--- config.mk ---
export PLATFORM = sky130hd
export DESIGN_NAME = fifo_wr_arbiter
export DESIGN_NICKNAME = d
export VERILOG_FILES = /design/src/rtl/fifo_pkg.sv /design/src/rtl/fifo_rr_pick.sv /design/src/rtl/fifo_wr_arbiter.sv
export SDC_FILE = /design/constraint.sdc
export NUM_CORES = 1
export LEC_CHECK = 0
export CORE_UTILIZATION = 38
export CTS_BUF_LIST = sky130_fd_sc_hd__clkbuf_4
export DETAILED_ROUTE_END_ITERATION = 8
export GPL_TIMING_DRIVEN = 1
export PLACE_DENSITY = 0.84
export SETUP_SLACK_MARGIN = 0.15
export SLEW_MARGIN = 30
export SYNTH_ARGS = -nofsm -noshare
export SYNTH_HDL_FRONTEND = slang
export SYNTH_SLANG_ARGS = --single-unit
--- constraint.sdc ---
create_clock -name clk -period 2.1 [get_ports clk]
set_clock_uncertainty 0.1 [all_clocks]
set_input_delay 0.315 -clock clk [delete_from_list [all_inputs] [get_ports clk]]
set_output_delay 0.315 -clock clk [all_outputs]
set_load 0.02 [all_outputs]
--- src/rtl/fifo_pkg.sv ---
// Shared types and width helpers for the FIFO write-side arbiter.
package fifo_pkg;

  typedef enum logic {
    IDLE  = 1'b0,
    GRANT = 1'b1
  } arb_state_e;

  // Width of an index into n requesters; never narrower than one bit.
  function automatic int idx_w(input int n);
    return (n > 1) ? $clog2(n) : 1;
  endfunction

  // Width of a beat counter that must hold values up to burst.
  function automatic int cnt_w(input int burst);
    return $clog2(burst + 1);
  endfunction

endpackage

--- src/rtl/fifo_rr_pick.sv ---
// Combinational round-robin picker: first asserted request at or after rr_ptr_i.
module fifo_rr_pick
  import fifo_pkg::*;
#(
  parameter int NREQ = 4,
  parameter int IW   = 2
) (
  input  logic [NREQ-1:0] req_i,
  input  logic [IW-1:0]   rr_ptr_i,
  output logic            any_valid_o,
  output logic [IW-1:0]   pick_o
);

  logic [IW:0] idx;

  // Walk the offsets from farthest to nearest so the nearest valid index wins.
  always_comb begin
    any_valid_o = 1'b0;
    pick_o      = '0;
    idx         = '0;
    for (int i = NREQ - 1; i >= 0; i--) begin
      idx = {1'b0, rr_ptr_i} + (IW+1)'(i);
      if (idx >= (IW+1)'(NREQ)) begin
        idx = idx - (IW+1)'(NREQ);
      end
      if (req_i[idx[IW-1:0]]) begin
        any_valid_o = 1'b1;
        pick_o      = idx[IW-1:0];
      end
    end
  end

endmodule

--- src/rtl/fifo_wr_arbiter.sv ---
// Round-robin arbiter sharing the async FIFO write port among NREQ requesters,
// with a bounded burst per grant and one idle bubble between grants.
module fifo_wr_arbiter
  import fifo_pkg::*;
#(
  parameter int NREQ  = 4,
  parameter int DSIZE = 8,
  parameter int BURST = 4
) (
  input  logic                    clk,
  input  logic                    rst_n,
  input  logic [NREQ-1:0]         req_valid,
  input  logic [NREQ*DSIZE-1:0]   req_data,
  output logic [NREQ-1:0]         req_ready,
  input  logic                    wfull,
  output logic                    winc,
  output logic [DSIZE-1:0]        wdata,
  output logic [idx_w(NREQ)-1:0]  grant_id,
  output logic                    busy
);

  localparam int IW = idx_w(NREQ);
  localparam int CW = cnt_w(BURST);

  arb_state_e     state_q, state_d;
  logic [IW-1:0]  rr_ptr_q, rr_ptr_d;
  logic [IW-1:0]  owner_q, owner_d;
  logic [CW-1:0]  beat_cnt_q, beat_cnt_d;

  logic           any_valid;
  logic [IW-1:0]  pick_idx;
  logic           own_valid;
  logic [DSIZE-1:0] own_data;
  logic           rel;

  fifo_rr_pick #(
    .NREQ (NREQ),
    .IW   (IW)
  ) u_pick (
    .req_i       (req_valid),
    .rr_ptr_i    (rr_ptr_q),
    .any_valid_o (any_valid),
    .pick_o      (pick_idx)
  );

  // Select the registered owner's valid and data lanes.
  always_comb begin
    own_valid = 1'b0;
    own_data  = '0;
    for (int i = 0; i < NREQ; i++) begin
      if (owner_q == IW'(i)) begin
        own_valid = req_valid[i];
        own_data  = req_data[i*DSIZE +: DSIZE];
      end
    end
  end

  // FIFO-side and requester-side outputs; winc gates on wfull combinationally.
  always_comb begin
    req_ready = '0;
    winc      = 1'b0;
    wdata     = '0;
    busy      = 1'b0;
    grant_id  = owner_q;
    if (state_q == GRANT) begin
      busy  = 1'b1;
      winc  = own_valid & ~wfull;
      wdata = own_data;
      for (int i = 0; i < NREQ; i++) begin
        if (owner_q == IW'(i)) begin
          req_ready[i] = ~wfull;
        end
      end
    end
  end

  // Next-state: grant on any request, release on burst end or owner drop.
  always_comb begin
    state_d    = state_q;
    rr_ptr_d   = rr_ptr_q;
    owner_d    = owner_q;
    beat_cnt_d = beat_cnt_q;
    rel        = 1'b0;
    case (state_q)
      IDLE: begin
        if (any_valid) begin
          owner_d    = pick_idx;
          beat_cnt_d = '0;
          state_d    = GRANT;
        end
      end
      GRANT: begin
        if (!own_valid) begin
          rel = 1'b1;
        end else if (winc) begin
          if (beat_cnt_q == CW'(BURST - 1)) begin
            rel = 1'b1;
          end else begin
            beat_cnt_d = beat_cnt_q + 1'b1;
          end
        end
        // wfull with a valid owner: hold everything, grant stays put.
      end
      default: state_d = IDLE;
    endcase
    if (rel) begin
      state_d    = IDLE;
      beat_cnt_d = '0;
      rr_ptr_d   = (owner_q == IW'(NREQ - 1)) ? '0 : owner_q + 1'b1;
    end
  end

  // State and counter registers with asynchronous reset.
  always_ff @(posedge clk or negedge rst_n) begin
    if (!rst_n) begin
      state_q    <= IDLE;
      rr_ptr_q   <= '0;
      owner_q    <= '0;
      beat_cnt_q <= '0;
    end else begin
      state_q    <= state_d;
      rr_ptr_q   <= rr_ptr_d;
      owner_q    <= owner_d;
      beat_cnt_q <= beat_cnt_d;
    end
  end

endmodule
==> results.json, run 1 <==
{
  "status": "finished, violations left",
  "failed_checks": "setup timing",
  "first_pass_iters": 4,
  "ys_top_cells_by_count": "11 x nand2_1, 9 x a22oi_1, 8 x a22o_1, 8 x dfrtp_1",
  "stdcell_count": 215,
  "period_share": 1.05,
  "grt_max_degree": 18,
  "hold_slack_ps": 236,
  "synth.avg_cell_area_um2": 8.47,
  "cts_tree": "done",
  "yosys.area.top_type": "dfrtp_1",
  "worstHoldPathType": "input port to asynchronous set/reset pin",
  "die_w_um": 50.4,
  "route.vias.total": 1177,
  "syn_area_um2": 890,
  "antenna_cells": 0,
  "critPathKind": "flip-flop to output pin",
  "yosysSeqAreaShare": 0.225,
  "ys_warn_count": 0,
  "irDropWorstVdd_mv": 1.17,
  "via_per_inst": 5.47,
  "max_stage_delay_ps": 400,
  "yosysMostFrequentCell": "nand2_1",
  "tightestPinTransition_ps": 364,
  "synth-seq-cells": 8,
  "p_per_area_mw_per_mm2": 1430,
  "synth_top_area_share": 0.225,
  "drt-total-wl_um": 3550,
  "clockBufferDepth": 2,
  "worstSetupEndpointType": "output pin",
  "cp_data_arrival_time_ps": 1790,
  "hold_viol_final": 0,
  "fp.coreArea_mm2": 0.00221,
  "finish.net_count": 233,
  "synth_area_leaders": "dfrtp_1 23%, ha_1 8.4%, a22o_1 7.9%",
  "slowest_stage": "dfrtp_2",
  "rsz0062_at_grt": "true",
  "dp.cells": 209,
  "dp_hpwl_um": 2550,
  "crit_chain": "inv_2, ha_4, nor2b_4, buf_4, a221o_1, a22oi_2, nor3_2, buf_2",
  "rows": 17,
  "cp_max_fo": 3,
  "root_buffer": "clkbuf_4",
  "syn_inst": 105,
  "drc": 0,
  "start_util": 0.402,
  "die_y_um": 50.4,
  "drt_first_iter_violations": 25,
  "numCtsBuffers": 3,
  "clock_sinks": 8,
  "io_pins": 55,
  "p_leak_nw": 0.795,
  "grt-ovfl-total": 0,
  "grt.total_usage": 0.287,
  "final_util": 0.838,
  "synth_edf_count": 0,
  "post-route-min-period_ps": 2210,
  "finalSetupTns_ps": -350,
  "critPathBufInv": 3,
  "grt_pass1_vias": 1270,
  "fmax_ghz": 0.453,
  "grt_first_pass_wirelength_um": 5460,
  "drive_gt1_frac": 0.406,
  "detail-route-antenna-nets": 0,
  "clk_pin_slew_worst_paths_ps": 60,
  "hold_buffers": 0,
  "worst_slack_ps": -106,
  "max-cap-violations": 0,
  "maxSlewViolCount": 0,
  "grt_antenna_before_repair": 0,
  "htree_levels": 1,
  "async_reset_ff_frac": 1.00,
  "synth-main-ff-cell": "dfrtp_1",
  "portBuffers": 54,
  "critical_path.startpoint_type": "flip-flop",
  "gp_congestion": 0.881,
  "worstSkewPairLatency_ps": 250,
  "critical_path.top_delay_family": "compound AO/OA/AOI/OAI gates",
  "die_area_mm2": 0.00254,
  "setup_viol": 7,
  "synth_cell_types": 37,
  "relSlewSlack": 0.757,
  "syn_nets": 150,
  "syn2layout_area_growth_pct": 108,
  "cp.required_ps": 1680,
  "fillers": 121,
  "wl_per_cell_um": 16.5
}
cell usage in the layout, fill, tap and decap left out, types with 2 or more instances in the layout:
master,instances
dfrtp_1,6
buf_6,11
and2_2,2
nand2_1,11
clkbuf_4,4
nand2b_1,2
nor3_1,3
ha_4,4
a22oi_2,8
inv_1,4
ha_1,2
o21ai_1,8
buf_2,2
mux2i_1,2
a22o_1,8
buf_4,27
and2_1,2
mux2_4,3
dfrtp_2,2
nor2_1,6
inv_2,2
clkdlybuf4s50_1,42
buf_12,2
o221ai_1,2
nor4_1,2
stage by stage:
step / cell area, um^2 / power [W] / setup WS (ps)
floorplan: 905 / 0.00130 / 118
finish: 1850 / 0.00264 / -106
detailed placement: 1670 / 0.00214 / -313
global route: 1850 / 0.00281 / -169
CTS: 1840 / 0.00259 / -120
global placement: 1670 / 0.00208 / -226
sequential cells by signal, summed over array words and instances (netlist names):
signal / count
beat_cnt_q: 3
grant_id: 2
rr_ptr_q: 2
state_q: 1
worst paths after layout:
check | from | endpoint | slack (ps) | cells past startpoint
worst min-delay path | rst_n | rr_ptr_q[1] | 240 | 1
worst min register to register | beat_cnt_q[1] | beat_cnt_q[1] | 420 | 1
min in group clk | beat_cnt_q[1] | beat_cnt_q[1] | 420 | 1
max in group asynchronous | rst_n | grant_id[0] | 1380 | 1
worst max-delay path | grant_id[0] | winc | -110 | 8
worst max register to register | grant_id[0] | beat_cnt_q[0] | 0 | 8
area by class of cell:
class	count	area, um^2	share of cell area
Tap cell	28	35.0	0.0189
Inverter	7	26.3	0.0142
Sequential cell	8	203	0.109
Clock buffer	4	30.0	0.0162
Timing Repair Buffer	84	797	0.430
Multi-Input combinational cell	84	762	0.411
metal layers:
| layer | vias to the layer above | wire length, um | global-route usage |
|---|---|---|---|
| li1 | 560 | - | - |
| met5 | - | 0 | 0 |
| met3 | 16 | 295 | 0.0515 |
| met1 | 536 | 1320 | 0.281 |
| met4 | 0 | 110 | 0.148 |
| met2 | 65 | 1820 | 0.560 |
logic make-up after synthesis:
kind of cell / count (synthesis) / synth area share
AND/OR/NAND/NOR: 34 / 0.191
flip-flops: 8 / 0.225
buffers and inverters: 13 / 0.0745
AO/OA/AOI/OAI: 38 / 0.343
multiplexers: 6 / 0.0816
adder cells (fa/ha/maj): 6 / 0.0844
power breakdown:
group | leakage, nW | internal (W) | switching (W)
sequential | 0.0980 | 0.000224 | 0.0000616
clock | 0.0184 | 0.0000856 | 0.0000531
combinational | 0.678 | 0.00117 | 0.00105
worst reg2reg max path, stage by stage, from the launching register on:
cell and delay, ps:
dfrtp_2 400, inv_2 60, ha_4 150, nor2b_4 120
buf_4 130, a221o_1 320, buf_4 150, a31oi_4 210
mux2_4 320
timing repair:
| action | CTS | global route |
|---|---|---|
| buffers inserted | 2 | 0 |
| endpoints found under the setup margin | 19 | 18 |
| resized for setup | 92 | 5 |
| pin swaps | 7 | 2 |
Note: power is estimated with default switching activity, not from simulation.
==> inputs of run 2 (changes only) <==
- CORE_UTILIZATION: 38 -> 39
- DONT_BUFFER_PORTS: default -> 1
- PLACE_DENSITY: 0.84 -> 0.55
==> run 2 against run 1 <==
The run still ends with setup timing left. Worst hold slack got worse by 76 ps. Maximum frequency up 1.3%. Die area is 2.5% lower. Largest cell class is now multi-input combinational cells. Sequential power grew 7%. Non-clock buffer count down 62. Routed wire length decreased by 33%. Critical path depth down 1. Flip-flop and latch count is the same. Sequential share of layout area grew 6.3 points.
==> results.json, run 2 (synthesis results as in run 1) <==
{
  "rsz0062_at_grt": "true",
  "p_per_area_mw_per_mm2": 1720,
  "grt_pass1_vias": 871,
  "clock_sinks": 8,
  "hold_depth": 2,
  "rows": 16,
  "clockBufferDepth": 2,
  "cp_max_fo": 4,
  "first_pass_iters": 4,
  "max-cap-violations": 0,
  "r2r_cells": 8,
  "max_stage_delay_ps": 440,
  "p_leak_nw": 0.501,
  "grt_first_pass_wirelength_um": 3990,
  "irDropWorstVdd_mv": 0.920,
  "layout_common_cells": "19 x buf_4, 11 x nand2_1, 9 x o21ai_1",
  "place_ws_ps": 133,
  "dp_hpwl_um": 1730,
  "critical_path.startpoint_type": "flip-flop",
  "timing.rr.start": "grant_id[1]",
  "critPathKind": "flip-flop to output pin",
  "grt_antenna_before_repair": 0,
  "cp_data_arrival_time_ps": 1760,
  "worstSetupEndpointType": "output pin",
  "start_util": 0.431,
  "root_buffer": "clkbuf_4",
  "die_area_mm2": 0.00248,
  "setup_viol": 11,
  "via_per_inst": 5.94,
  "grt.total_usage": 0.209,
  "gp_congestion": 0.774,
  "fp.coreArea_mm2": 0.00206,
  "crit_top_cell": "buf_4",
  "post-route-min-period_ps": 2180,
  "portBuffers": 0,
  "io_pins": 55,
  "final_util": 0.571,
  "htree_levels": 1,
  "wl_per_cell_um": 15.7,
  "die_w_um": 49.8,
  "drc": 0,
  "detail-route-antenna-nets": 0,
  "die_y_um": 49.8,
  "final_common_cell": "buf_4",
  "grt-ovfl-total": 0,
  "cts_tree": "done",
  "clk_pin_slew_worst_paths_ps": 60,
  "period_share": 1.04,
  "relSlewSlack": 0.741,
  "numCtsBuffers": 3,
  "grt_max_degree": 16,
  "status": "finished, violations left",
  "failed_checks": "setup timing",
  "dp.cells": 139,
  "finish.net_count": 171,
  "cp.required_ps": 1680,
  "route.vias.total": 903,
  "worst_slack_ps": -77.8,
  "fin_total_pwr_w": 0.00203,
  "stdcell_count": 152,
  "drive_gt1_frac": 0.432,
  "maxSlewViolCount": 0,
  "largest_reg_flops": 3,
  "worstHoldPathType": "input port to flip-flop",
  "hold_viol_final": 0,
  "drt-total-wl_um": 2390,
  "setup.worst_path.start": "grant_id[0]",
  "tightestPinTransition_ps": 387,
  "final_area_mm2": 0.00118,
  "largest-register": "beat_cnt_q",
  "worstHoldStart": "req_valid[2]",
  "drt_first_iter_violations": 18,
  "dpl_cell_area_um2": 991,
  "crit_chain": "buf_4, ha_4, nor2b_4, buf_4, a22oi_1, o21ai_1, a22o_1",
  "syn2layout_area_growth_pct": 32.3,
  "antenna_cells": 0,
  "worstSkewPairLatency_ps": 260,
  "slowest_stage": "dfrtp_2",
  "fmax_ghz": 0.459
}
## run 2: per-stage QoR
| step | hold slack, ps | setup TNS (ps) |
|---|---|---|
| 2_1_floorplan | -80.6 | 0 |
| 3_3_place_gp | -80.4 | 0 |
| 3_5_place_dp | -80.4 | 0 |
| 4_1_cts | 163 | -264 |
| 5_1_grt | 160 | -1230 |
| 6_report | 160 | -497 |
## run 2: per-layer routing
metal	vias up	track usage	wire, um
met5	-	0	0
met4	0	0.0524	10
met3	2	0.0741	194
met2	36	0.315	1090
met1	429	0.282	1100
li1	436	-	-
## run 2: critical path: cells and delay by family (launching register included)
kind,cells,cell delay (ps)
DFF,1,440
adders and majority gates,1,170
buffers and inverters,2,300
AOI/OAI and AO/OA,3,440
and+or+nand+nor,1,140
## run 2: area by class of cell
type	instances	area (um^2)
inverters	7	31.3
well taps	27	33.8
clock buffers	4	30.0
repair buffers	22	175
flip-flops and latches	8	203
multi-input cells	84	704
fillers	204	885
## run 2: path summary, 6_finish.rpt
path	endpoint	slack, ps
min	grant_id[1]	160
max in group asynchronous	grant_id[0]	1300
max	wdata[0]	-80
min reg2reg	beat_cnt_q[1]	430
max reg2reg	beat_cnt_q[1]	-10
min in group asynchronous	rr_ptr_q[1]	300
## run 2: repair_timing
action | 4_1_cts | 5_1_grt
pin swaps | 20 | 15
resized for setup | 20 | 7
endpoints found under the setup margin | 12 | 16
endpoints found under the hold margin | 8 | 0
hold buffers | 1 | 0
gates cloned | 1 | 0
setup buffers | 3 | 4
## run 2: power breakdown
group | internal [W] | leakage (nW) | total (W) | switching [W]
sequential | 0.000225 | 0.0980 | 0.000305 | 0.0000802
combinational | 0.000740 | 0.385 | 0.00158 | 0.000837
clock | 0.0000861 | 0.0184 | 0.000146 | 0.0000597
==> inputs of run 3 (changes only) <==
- GPL_TIMING_DRIVEN: 1 -> default
- SETUP_SLACK_MARGIN: 0.15 -> default
==> run 3 against run 2 <==
The flow still finishes with violations (setup timing). First-iteration DRC count rose by 39%. Sequential share of layout area shrank 0.92 points. Combinational power is 8% higher. Sequential power fell by 1%. Worst hold slack gained 38 ps. Critical path depth did not move. Non-clock buffer count decreased by 3. Largest cell class unchanged. Highest routed layer unchanged.
==> results.json, run 3 (synthesis results as in run 1) <==
{
  "cp.required_ps": 1680,
  "gp_congestion": 0.781,
  "numCtsBuffers": 3,
  "fmax_ghz": 0.468,
  "grt.total_usage": 0.196,
  "dp.cells": 139,
  "stdcell_count": 149,
  "critical_path.startpoint_type": "flip-flop",
  "hold_viol_final": 0,
  "grt_pass1_vias": 780,
  "detail-route-antenna-nets": 0,
  "fillers": 178,
  "setup_viol": 2,
  "first_pass_iters": 4,
  "drc": 0,
  "die_area_mm2": 0.00248,
  "multiInputGateArea_um2": 778,
  "route.vias.total": 866,
  "hold_slack_ps": 198,
  "relSlewSlack": 0.752,
  "grt_first_pass_wirelength_um": 3750,
  "antenna_cells": 0,
  "finish.net_count": 168,
  "layout_common_cells": "13 x buf_4, 11 x nand2_1, 8 x a22oi_2, 8 x o21ai_1, 8 x a22o_4",
  "critPathKind": "flip-flop to output pin",
  "top_layer": "met4",
  "dp_hpwl_um": 1760,
  "seqCellArea_um2": 201,
  "p_per_area_mw_per_mm2": 1740,
  "failed_checks": "setup timing",
  "route.met3.wl_um": 183,
  "clk_pin_slew_worst_paths_ps": 60,
  "rows": 16,
  "grt_antenna_before_repair": 0,
  "period_share": 1.02,
  "irDropWorstVdd_mv": 1.06,
  "maxSlewViolCount": 0,
  "worst_slack_ps": -38.9,
  "route.met2.wl_um": 1070,
  "drive_gt1_frac": 0.459,
  "htree_levels": 1,
  "drt_first_iter_violations": 25,
  "max-cap-violations": 0,
  "clock_sinks": 8,
  "final_common_cell": "buf_4",
  "status": "finished, violations left",
  "cp_max_fo": 5,
  "via_per_inst": 5.81,
  "worstHoldPathType": "input port to flip-flop",
  "grt-ovfl-total": 0,
  "fp.coreArea_mm2": 0.00206,
  "tightestPinTransition_ps": 369,
  "root_buffer": "clkbuf_4",
  "worstSkewPairLatency_ps": 260,
  "cts_tree": "done",
  "largest_reg_flops": 3,
  "syn2layout_area_growth_pct": 39.0,
  "rsz0062_at_grt": "true",
  "final_util": 0.600,
  "die_y_um": 49.8,
  "grt_max_degree": 18,
  "clockBufferDepth": 2,
  "finalSetupTns_ps": -47.1,
  "cp_data_arrival_time_ps": 1720,
  "drt-met1-wl_um": 1040,
  "portBuffers": 0,
  "io_pins": 55,
  "drt-total-wl_um": 2350,
  "p_leak_nw": 0.537,
  "worstSetupEndpointType": "output pin",
  "post-route-min-period_ps": 2140,
  "start_util": 0.431,
  "wl_per_cell_um": 15.8,
  "die_w_um": 49.8,
  "largest-register": "beat_cnt_q"
}
## run 3: cell count changes in the layout (fill, tap and decap cells not counted), moves of 2 or more
| cell | change |
|---|---|
| a22o_1 | -6 |
| a22o_2 | -2 |
| a22o_4 | +8 |
| buf_4 | -6 |
| buf_6 | +3 |
| ha_1 | +2 |
| ha_2 | -2 |
## run 3: metrics by stage
stage	area (um^2)	setup slack [ps]	power, W
floorplan	896	26.1	0.00128
global placement	987	156	0.00154
detailed placement	987	117	0.00156
CTS	1080	-88.8	0.00184
global route	1240	-119	0.00232
finish	1240	-38.9	0.00215
## run 3: final timing paths
check	start	endpoint	slack, ps	cells past startpoint
max in group asynchronous	rst_n	grant_id[0]	1310	1
setup reg to reg	grant_id[0]	beat_cnt_q[0]	10	8
min in group asynchronous	rst_n	rr_ptr_q[0]	300	1
hold reg to reg	beat_cnt_q[1]	beat_cnt_q[1]	420	1
hold / removal	req_valid[0]	grant_id[0]	200	3
setup / recovery	grant_id[0]	winc	-40	7
## run 3: per-layer routing
| metal | global-route usage | up-vias |
|---|---|---|
| li1 | - | 431 |
| met1 | 0.266 | 393 |
| met2 | 0.295 | 36 |
| met3 | 0.0802 | 6 |
| met4 | 0.0286 | 0 |
| met5 | 0 | - |
## run 3: timing repair
item                       4_1_cts  5_1_grt
setup buffers                    3        1
setup endpoints to repair        9        9
gates resized for setup         11       31
pin swaps                        9       18
hold endpoints to repair         8        0
cloned                           1        0
hold buffers                     1        0
## run 3: area by class of cell
type,instances,share of cell area
timing repair buffer,19,0.133
tap,27,0.0273
clock buffer,4,0.0243
inverter,7,0.0233
multi-input combinational,84,0.630
sequential,8,0.163
## run 3: critical path, cell delays in order, from the launching register on
cell and delay, ps:
dfrtp_2 450, inv_4 60, ha_4 150, nor2b_4 130, a221o_1 320, a22oi_2 140
nor3_2 50, buf_4 160
## run 3: power by group
group,total [W],switching (W),internal (W)
Clock,0.000142,0.0000566,0.0000859
Combinational,0.00170,0.000890,0.000814
Sequential,0.000301,0.0000782,0.000223
Total,0.00215,0.00102,0.00112
